--- src/rtl/chk_pkg.sv ---
// chk_pkg
//   Shared definitions for operand_result_checker and its sub-modules:
//   FSM state type and default widths.
package chk_pkg;

  typedef enum logic [1:0] {
    IDLE    = 2'd0,
    SETTLE  = 2'd1,
    COMPARE = 2'd2
  } state_t;

  localparam int unsigned DEF_DATA_W = 9;
  localparam int unsigned DEF_CNT_W  = 16;

endpackage

--- src/rtl/sat_counter.sv ---
// sat_counter
//   Saturating up-counter; sticks at all-ones instead of wrapping.
// Ports
//   clk    in   clock
//   rst_n  in   asynchronous active-low reset
//   inc    in   increment request (ignored once saturated)
//   clr    in   synchronous clear, has priority over inc
//   count  out  current count
module sat_counter
  import chk_pkg::*;
#(
  parameter int unsigned CNT_W = DEF_CNT_W
) (
  input  logic             clk,
  input  logic             rst_n,
  input  logic             inc,
  input  logic             clr,
  output logic [CNT_W-1:0] count
);

  always_ff @(posedge clk or negedge rst_n) begin
    if (!rst_n) begin
      count <= '0;
    end else if (clr) begin
      count <= '0;
    end else if (inc && (count != '1)) begin
      count <= count + CNT_W'(1);
    end
  end

endmodule

--- config.mk ---
export PLATFORM = sky130hd
export DESIGN_NAME = sat_counter
export DESIGN_NICKNAME = d
export VERILOG_FILES = /design/src/rtl/chk_pkg.sv /design/src/rtl/sat_counter.sv
export SDC_FILE = /design/constraint.sdc
export NUM_CORES = 1
export LEC_CHECK = 0
export CAP_MARGIN = 20
export CORE_MARGIN = 2
export CORE_UTILIZATION = 44
export DETAILED_ROUTE_END_ITERATION = 8
export PLACE_DENSITY = 0.81
export SYNTH_ARGS = -nofsm -noshare
export SYNTH_HDL_FRONTEND = slang
export SYNTH_SLANG_ARGS = --single-unit
--- constraint.sdc ---
create_clock -name clk -period 1.6 [get_ports clk]
set_input_delay 0.24 -clock clk [delete_from_list [all_inputs] [get_ports clk]]
set_output_delay 0.24 -clock clk [all_outputs]
set_load 0.01 [all_outputs]
# After elaboration in Yosys (flattened, before gate mapping)
# Index checks and enable logic that the tools add are counted.
# Widths: inputs -> output; s select.
# classes
n_mux	2
addsub	1
eq_ne	1
n_reduce_logical	2
# ops
cell	n
$mux 16	2
$add 16x1->16 const B	1
$ne 16x16->1 const B	1
$reduce_bool 2->1	1
$logic_and 1x1->1	1
# word_totals
register_bits	16

# Longest topological paths before layout
# Gate-level depths: netlist (run 1).
# logic_depth
ltp_word	4
mapped_depth	6
depth_no_buf	5

# Worst setup path before layout (run 1)
# No wires, ideal clock.
# synth_path
path_kind	register to register
from	register count[0]
to	register count[15]
required_time_ns	1.472
slack_ns	-0.198
stages_incl_launch_ff	6
n_path_buf	0
t_arrival_ns	1.670
cell_sequence	dfrtp_1 -> ha_1 -> nand4_2 -> nor4_4 -> nor4_1 -> mux2_1
# synth_via
elab_chain_len	3
# synth_rtl
element	line	rtl
start, declared	sat_counter.sv:18	output logic [CNT_W-1:0] count
start signal, assigned	sat_counter.sv:27	count <= count + CNT_W'(1);
$add 16x1->16 / $ne 16x16->1 (equally long branches)	sat_counter.sv:27, sat_counter.sv:26	
$mux 16 / $logic_and 1x1->1 (equally long branches)	sat_counter.sv:26	end else if (inc && (count != '1)) begin
$mux 16 / $reduce_bool 2->1 (equally long branches)	-	
# Several ways; a longest one is shown, not always the timed one. The select of a mux whose other input is x is not followed.
# A chain may end at the register's enable or synchronous reset.

# Worst setup path in the final report (run 1)
# layout_path
from	register count[8]
to	register count[14]
# The elaborated chain is that of the path after synthesis.

==> metrics.txt, run 1 <==
status finished, violations left; violated checks negative setup slack; worst min path class in2async; area share of the largest cell type after synthesis 42.5%; row count 16; Core Area 1980 um^2; clock buffer count from CTS 3; ANT nets after route 0; Async S/R FF share, synth 100%; Final min period 1.79 ns; Post-Syn Nets 103; clock slew at reported path FFs 0.10 ns; Final nets 167; final number of hold-violating endpoints 0; crit path DAT 2.02 ns; CP max stage cell or4_4; boundary pin count 20; worst reg-to-reg setup slack -0.19 ns; Syn Inst Count 98; Ys Warns 0; total power per unit cell area 448 nW/um^2; Setup CP Type reg2reg; Post-Syn Area 942 um^2; n_diodes 0; crit-path cells and3_1, nand4_1, buf_4, or4_4, a21oi_2; EDFF count, synth 0; Initial Util 47.5%; Most flops, register count; top cells by area, synth dfrtp_1, a21oi_1, o31ai_1, mux2_1, nand4_1; Post-Route WL 3470 um; share of layout cells above drive strength 1 58.4%; FMAX 559 MHz; RR Startpoint count[8]; Critical Path Start Type register; maximum fanout along the worst path 4; PnR worst setup slack -0.190 ns; DIE AREA 2530 um^2; total power 797 uW; Slew headroom 55.4%; DR vias 1124; first-pass GRT wire length 5370 um; CTS Sinks 16; Fill cells 83; Synth Area per Inst 9.61 um^2; Clk Latency, worst-skew pair 0.30 ns; Die Y 50.3 um; clock skew 0.00113 ns; drt wl/cell 18.5 um; Worst Path Required 1.83 ns; Final HPWL DP 1900 um; vias in the first global route 1156; RePlAce Congestion 0.790; drt first pass iters 4; overall routing resource usage 28.0%; r2r endpoint count[14]; largest net degree at the start of global routing 21; Port Buf Inserts 19; Reg2Reg Depth 5; fin crit share 112%; Hold Slack 0.253 ns; Most used DFF post-synth dfrtp_1; CTS tree yes; initial drt markers 34; Post-route DRC 0; Worst path top cell family by delay simple AND/OR/NAND/NOR gates; max incr delay on CP 0.48 ns; initial antenna violation count 0; crit path buf inv count 1; H-tree levels 1; Area growth, synth to finish 88.7%; Max Slew Vio Count 0; Placed Instance Area 1400 um^2; Distinct cells, synth 28; Slew @ Worst Pin 0.668 ns; Via density 5.98; max FFs per register 16; CTS root buf clkbuf_4; Design Area, Final 1780 um^2; # Max-Cap Violations 0; Overflow after GRT 0; Worst setup EP type register; peak supply drop 0.441 mV; setup violators final 11; register area share after synthesis 42.5%; #FFs+latches synth 16; worst-case clock buffer depth 2; Yosys top cell by area dfrtp_1; P_leak 0.000865 uW; Die X 50.3 um; unrepaired setup endpoints after global routing yes; top flop regs count x16
how the worst max path moves through the flow:
stage	from	slack [ns]	depth (start not counted)	to
after global routing	count[10]	-0.22	5	count[14]
final	count[8]	-0.19	5	count[14]
after floorplan	count[14]	-0.05	4	count[15]
after detailed placement	inc	-0.24	5	count[12]
after global placement	inc	-0.20	5	count[10]
after CTS	count[0]	-0.07	6	count[14]
where the power goes:
| group | total, uW | leakage [uW] | internal, uW | switching (uW) |
|---|---|---|---|---|
| sequential | 412 | 0.000217 | 408 | 4.79 |
| clock | 280 | 0.0000210 | 139 | 141 |
| combinational | 104 | 0.000627 | 50.9 | 53.6 |
| total | 797 | 0.000865 | 598 | 199 |
synthesized netlist by cell type (2+ instances only):
master	number
nand4_1	6
o31ai_1	7
or4_1	5
or4_2	2
nand3_1	3
nand2_1	6
dfrtp_1	16
nor2b_1	4
nor4_1	4
and3_1	2
inv_1	3
o21ai_1	3
a21oi_1	11
clkbuf_1	4
nor2_1	4
mux2_1	4
and4_2	2
or3_1	2
cell usage in the layout (no fill, tap or decap), types with 3 or more instances in the layout:
cell	count
buf_4	38
dfrtp_2	3
buf_6	7
dlymetal6s2s_1	7
dlygate4sd2_1	5
nand2_1	5
clkdlybuf4s50_1	6
clkbuf_4	3
nor2_1	4
nor2b_1	4
dfrtp_1	13
a21oi_2	11
nor4_4	5
mux2_4	4
nand4_1	6
o21ai_1	3
or4_4	7
o31ai_1	5
worst reg2reg max path, delay by kind of cell (launching register included):
family | cells | cell delay (ns)
buf+inv | 1 | 0.23
compound gates | 1 | 0.13
flops | 1 | 0.41
simple gates | 3 | 0.96
cell families (layout without fill, tap and decap cells):
family | count (synthesis) | after routing | synth area share (%)
adder cells (fa/ha/maj) | 1 | 1 | 1.33
AO/OA/AOI/OAI | 24 | 24 | 16.2
AND/OR/NAND/NOR | 45 | 45 | 31.2
buffers and inverters | 8 | 71 | 3.98
multiplexers | 4 | 4 | 4.78
flip-flops | 16 | 16 | 42.5
final cells by class:
type	instances	area [um^2]	share of cell area, %
clock buffers	4	36.3	2.04
inverters	3	11.3	0.633
multi-input cells	74	717	40.3
flip-flops and latches	16	404	22.7
well taps	27	33.8	1.90
repair buffers	64	576	32.4
what timing repair did:
| item | 4_1_cts | 5_1_grt |
|---|---|---|
| buffers inserted | 12 | 2 |
| cloned | 1 | 0 |
| hold buffers | 0 | 0 |
| pin swaps | 12 | 11 |
| endpoints found under the setup margin | 18 | 23 |
| resized for setup | 32 | 33 |
through the flow:
step | util (%) | std cells | TNS, ns | worst slack, ns
2_1_floorplan | - | 98 | -0.222 | -0.0480
3_3_place_gp | 70.4 | 169 | -1.69 | -0.198
3_5_place_dp | 70.4 | 169 | -2.30 | -0.237
4_1_cts | 82.9 | 186 | -0.320 | -0.0696
5_1_grt | 89.7 | 188 | -1.78 | -0.216
6_report | 89.7 | 188 | -0.844 | -0.190
routing by layer:
| metal | share of wire, % | GRT usage, % | up-vias |
|---|---|---|---|
| met5 | 0 | 0 | - |
| met4 | 2.0 | 8.80 | 0 |
| met3 | 4.4 | 5.95 | 9 |
| met2 | 54 | 50.9 | 51 |
| met1 | 40 | 32.4 | 553 |
| li1 | - | - | 511 |
No activity file was read; power rests on OpenSTA's default activity.
==> inputs of run 2 (changes only) <==
- ABC_AREA: default -> 1
- CAP_MARGIN: 20 -> default
- CORE_UTILIZATION: 44 -> 45
- PLACE_DENSITY: 0.81 -> 0.82
- TNS_END_PERCENT: default -> 10
==> run 2 against run 1 <==
The run now ends clean. Hold slack gained 0.0052 ns. Non-clock buffer count shrank 40. Worst setup slack gained 0.22 ns. Maximum frequency grew 14%. Combinational power shrank 29%. Global-route usage shrank 7.6 points. Die area grew 7.0%. Wire length shrank 30%. Register-to-register slack gained 0.28 ns. Count of clock-buffer cells in the layout shrank 1. Area after synthesis grew 10%.
==> metrics.txt, run 2 <==
status complete, no violations; fin crit share 98.2%; Yosys top cell by area dfrtp_1; Ys Warns 0; drt wl/cell 12.4 um; Via density 5.20; Post-Route WL 2430 um; Overflow after GRT 0; Critical Path Start Type register; PnR worst setup slack 0.0286 ns; top flop regs count x16; Most used DFF post-synth dfrtp_1; setup TNS 0 ns; top-count cell post-synth nand2_1; final number of hold-violating endpoints 0; most instantiated cells after synthesis nand2_1, dfrtp_1, nor2_1, nand3_1, inv_1; Most flops, register count; Setup CP Type reg2out; # hold bufs at CTS 0; Worst setup EP type output port; max incr delay on CP 0.58 ns; Port Buf Inserts 19; row count 17; total power per unit cell area 536 nW/um^2; Syn Inst Count 144; met2 usage 32.3%; overall routing resource usage 20.4%; n_diodes 0; setup violators final 0; DR vias 1020; peak supply drop 0.446 mV; Distinct cells, synth 23; Worst path top cell family by delay buffers and inverters; met1 Use GR 26.5%; CTS tree yes; crit path DAT 1.33 ns; clock slew at reported path FFs 0.09 ns; Max Slew Vio Count 0; vias in the first global route 924; commonest non-fill, non-tap cell in the layout nand2_1; area share of the largest cell type after synthesis 38.6%; post-place setup slack 0.0628 ns; largest net degree at the start of global routing 17; Post-Syn Area 1040 um^2; Hold Slack 0.259 ns; top cells by area, synth dfrtp_1, nand2_1, nand3_1, nand4_1, nor2_1; register area share after synthesis 38.6%; M3 GR Usage 2.87%; initial antenna violation count 0; Initial Util 47.3%; Final min period 1.57 ns; # Post-CTS Setup Buffers 0; CTS root buf clkbuf_4; Async S/R FF share, synth 100%; crit path buf inv count 1; CP max stage cell clkdlybuf4s50_1; Slew @ Worst Pin 0.332 ns; Final HPWL DP 1800 um; FMAX 636 MHz; Fill cells 199; most frequent cells in the layout nand2_1, clkdlybuf4s50_1, dfrtp_1, nor2_1, nand3_1; Clk Latency, worst-skew pair 0.29 ns; drt first pass iters 4; worst-case clock buffer depth 2; maximum fanout along the worst path 6; Slew headroom 77.8%; max FFs per register 16; DIE AREA 2710 um^2; Top Usage Layer GRT met2; Post-route DRC 0; H-tree levels 1; Worst Path Required 1.36 ns; Area growth, synth to finish 26.9%; Final nets 175; Die Y 52.0 um; Core Area 2190 um^2; unrepaired setup endpoints after global routing yes; # Max-Cap Violations 0; ANT nets after route 0; CTS Sinks 16; worst min path class in2async; P_leak 0.000606 uW; crit-path cells clkdlybuf4s50_1; first-pass GRT wire length 4040 um; Die X 52.0 um; clock skew 0.00323 ns; Post-Syn Nets 149; initial drt markers 21; #FFs+latches synth 16; RePlAce Congestion 0.892; clock buffer count from CTS 3; EDFF count, synth 0; boundary pin count 20; share of layout cells above drive strength 1 13.7%; Synth Area per Inst 7.20 um^2
## run 2: cell types whose count changed after synthesis, sizes merged, moves of 5 or more
cell / change
nand2: +53
nor2: +12
a21oi: -10
inv: +10
nand3: +9
o31ai: -7
or4: -7
nor4: -5
## run 2: worst paths after layout
kind | cells past startpoint | slack, ns | start | endpoint
worst min register to register | 2 | 0.56 | count[9] | count[9]
max in group asynchronous | 2 | 1.14 | rst_n | count[13]
worst max-delay path | 1 | 0.03 | count[11] | count[11]
worst max register to register | 9 | 0.09 | count[1] | count[0]
min in group clk | 2 | 0.56 | count[9] | count[9]
worst min-delay path | 2 | 0.26 | rst_n | count[0]
## run 2: routing by layer
layer  wire [um]  vias to the layer above
met3          62                       10
met2        1210                       26
li1            -                      512
met4          76                        0
met5           0                        -
met1        1080                      472
## run 2: power by group
part           switching (uW)  internal, uW
sequential               4.93           408
clock                     131          87.7
combinational            43.8          29.9
## run 2: per-stage QoR
step	power, uW	cells	util [%]	instance area [um^2]
finish	706	196	60.1	1320
global route	734	196	60.1	1320
CTS	708	196	59.1	1290
detailed placement	493	193	58.0	1270
global placement	491	193	58.0	1270
floorplan	458	144	-	1040
## run 2: area by class of cell
type | instances | area (um^2) | share of cell area, %
timing repair buffer | 24 | 228 | 17.3
sequential | 16 | 403 | 30.6
inverter | 13 | 61.3 | 4.66
tap | 28 | 35.0 | 2.66
multi-input combinational | 112 | 567 | 43.1
clock buffer | 3 | 22.5 | 1.71
## run 2: cell families (layout without fill, tap and decap cells)
kind of cell / Yosys count / after routing / share of synthesized area [%]
buffers and inverters: 16 / 40 / 7.72
AO/OA/AOI/OAI: 8 / 8 / 5.43
XOR/XNOR: 5 / 5 / 4.22
AND/OR/NAND/NOR: 98 / 98 / 42.8
adder cells (fa/ha/maj): 1 / 1 / 1.21
flip-flops: 16 / 16 / 38.6
## run 2: what timing repair did
action                                 4_1_cts  5_1_grt
setup endpoints to repair                    0       18
resized for setup                            0        8
endpoints found under the hold margin        0        0
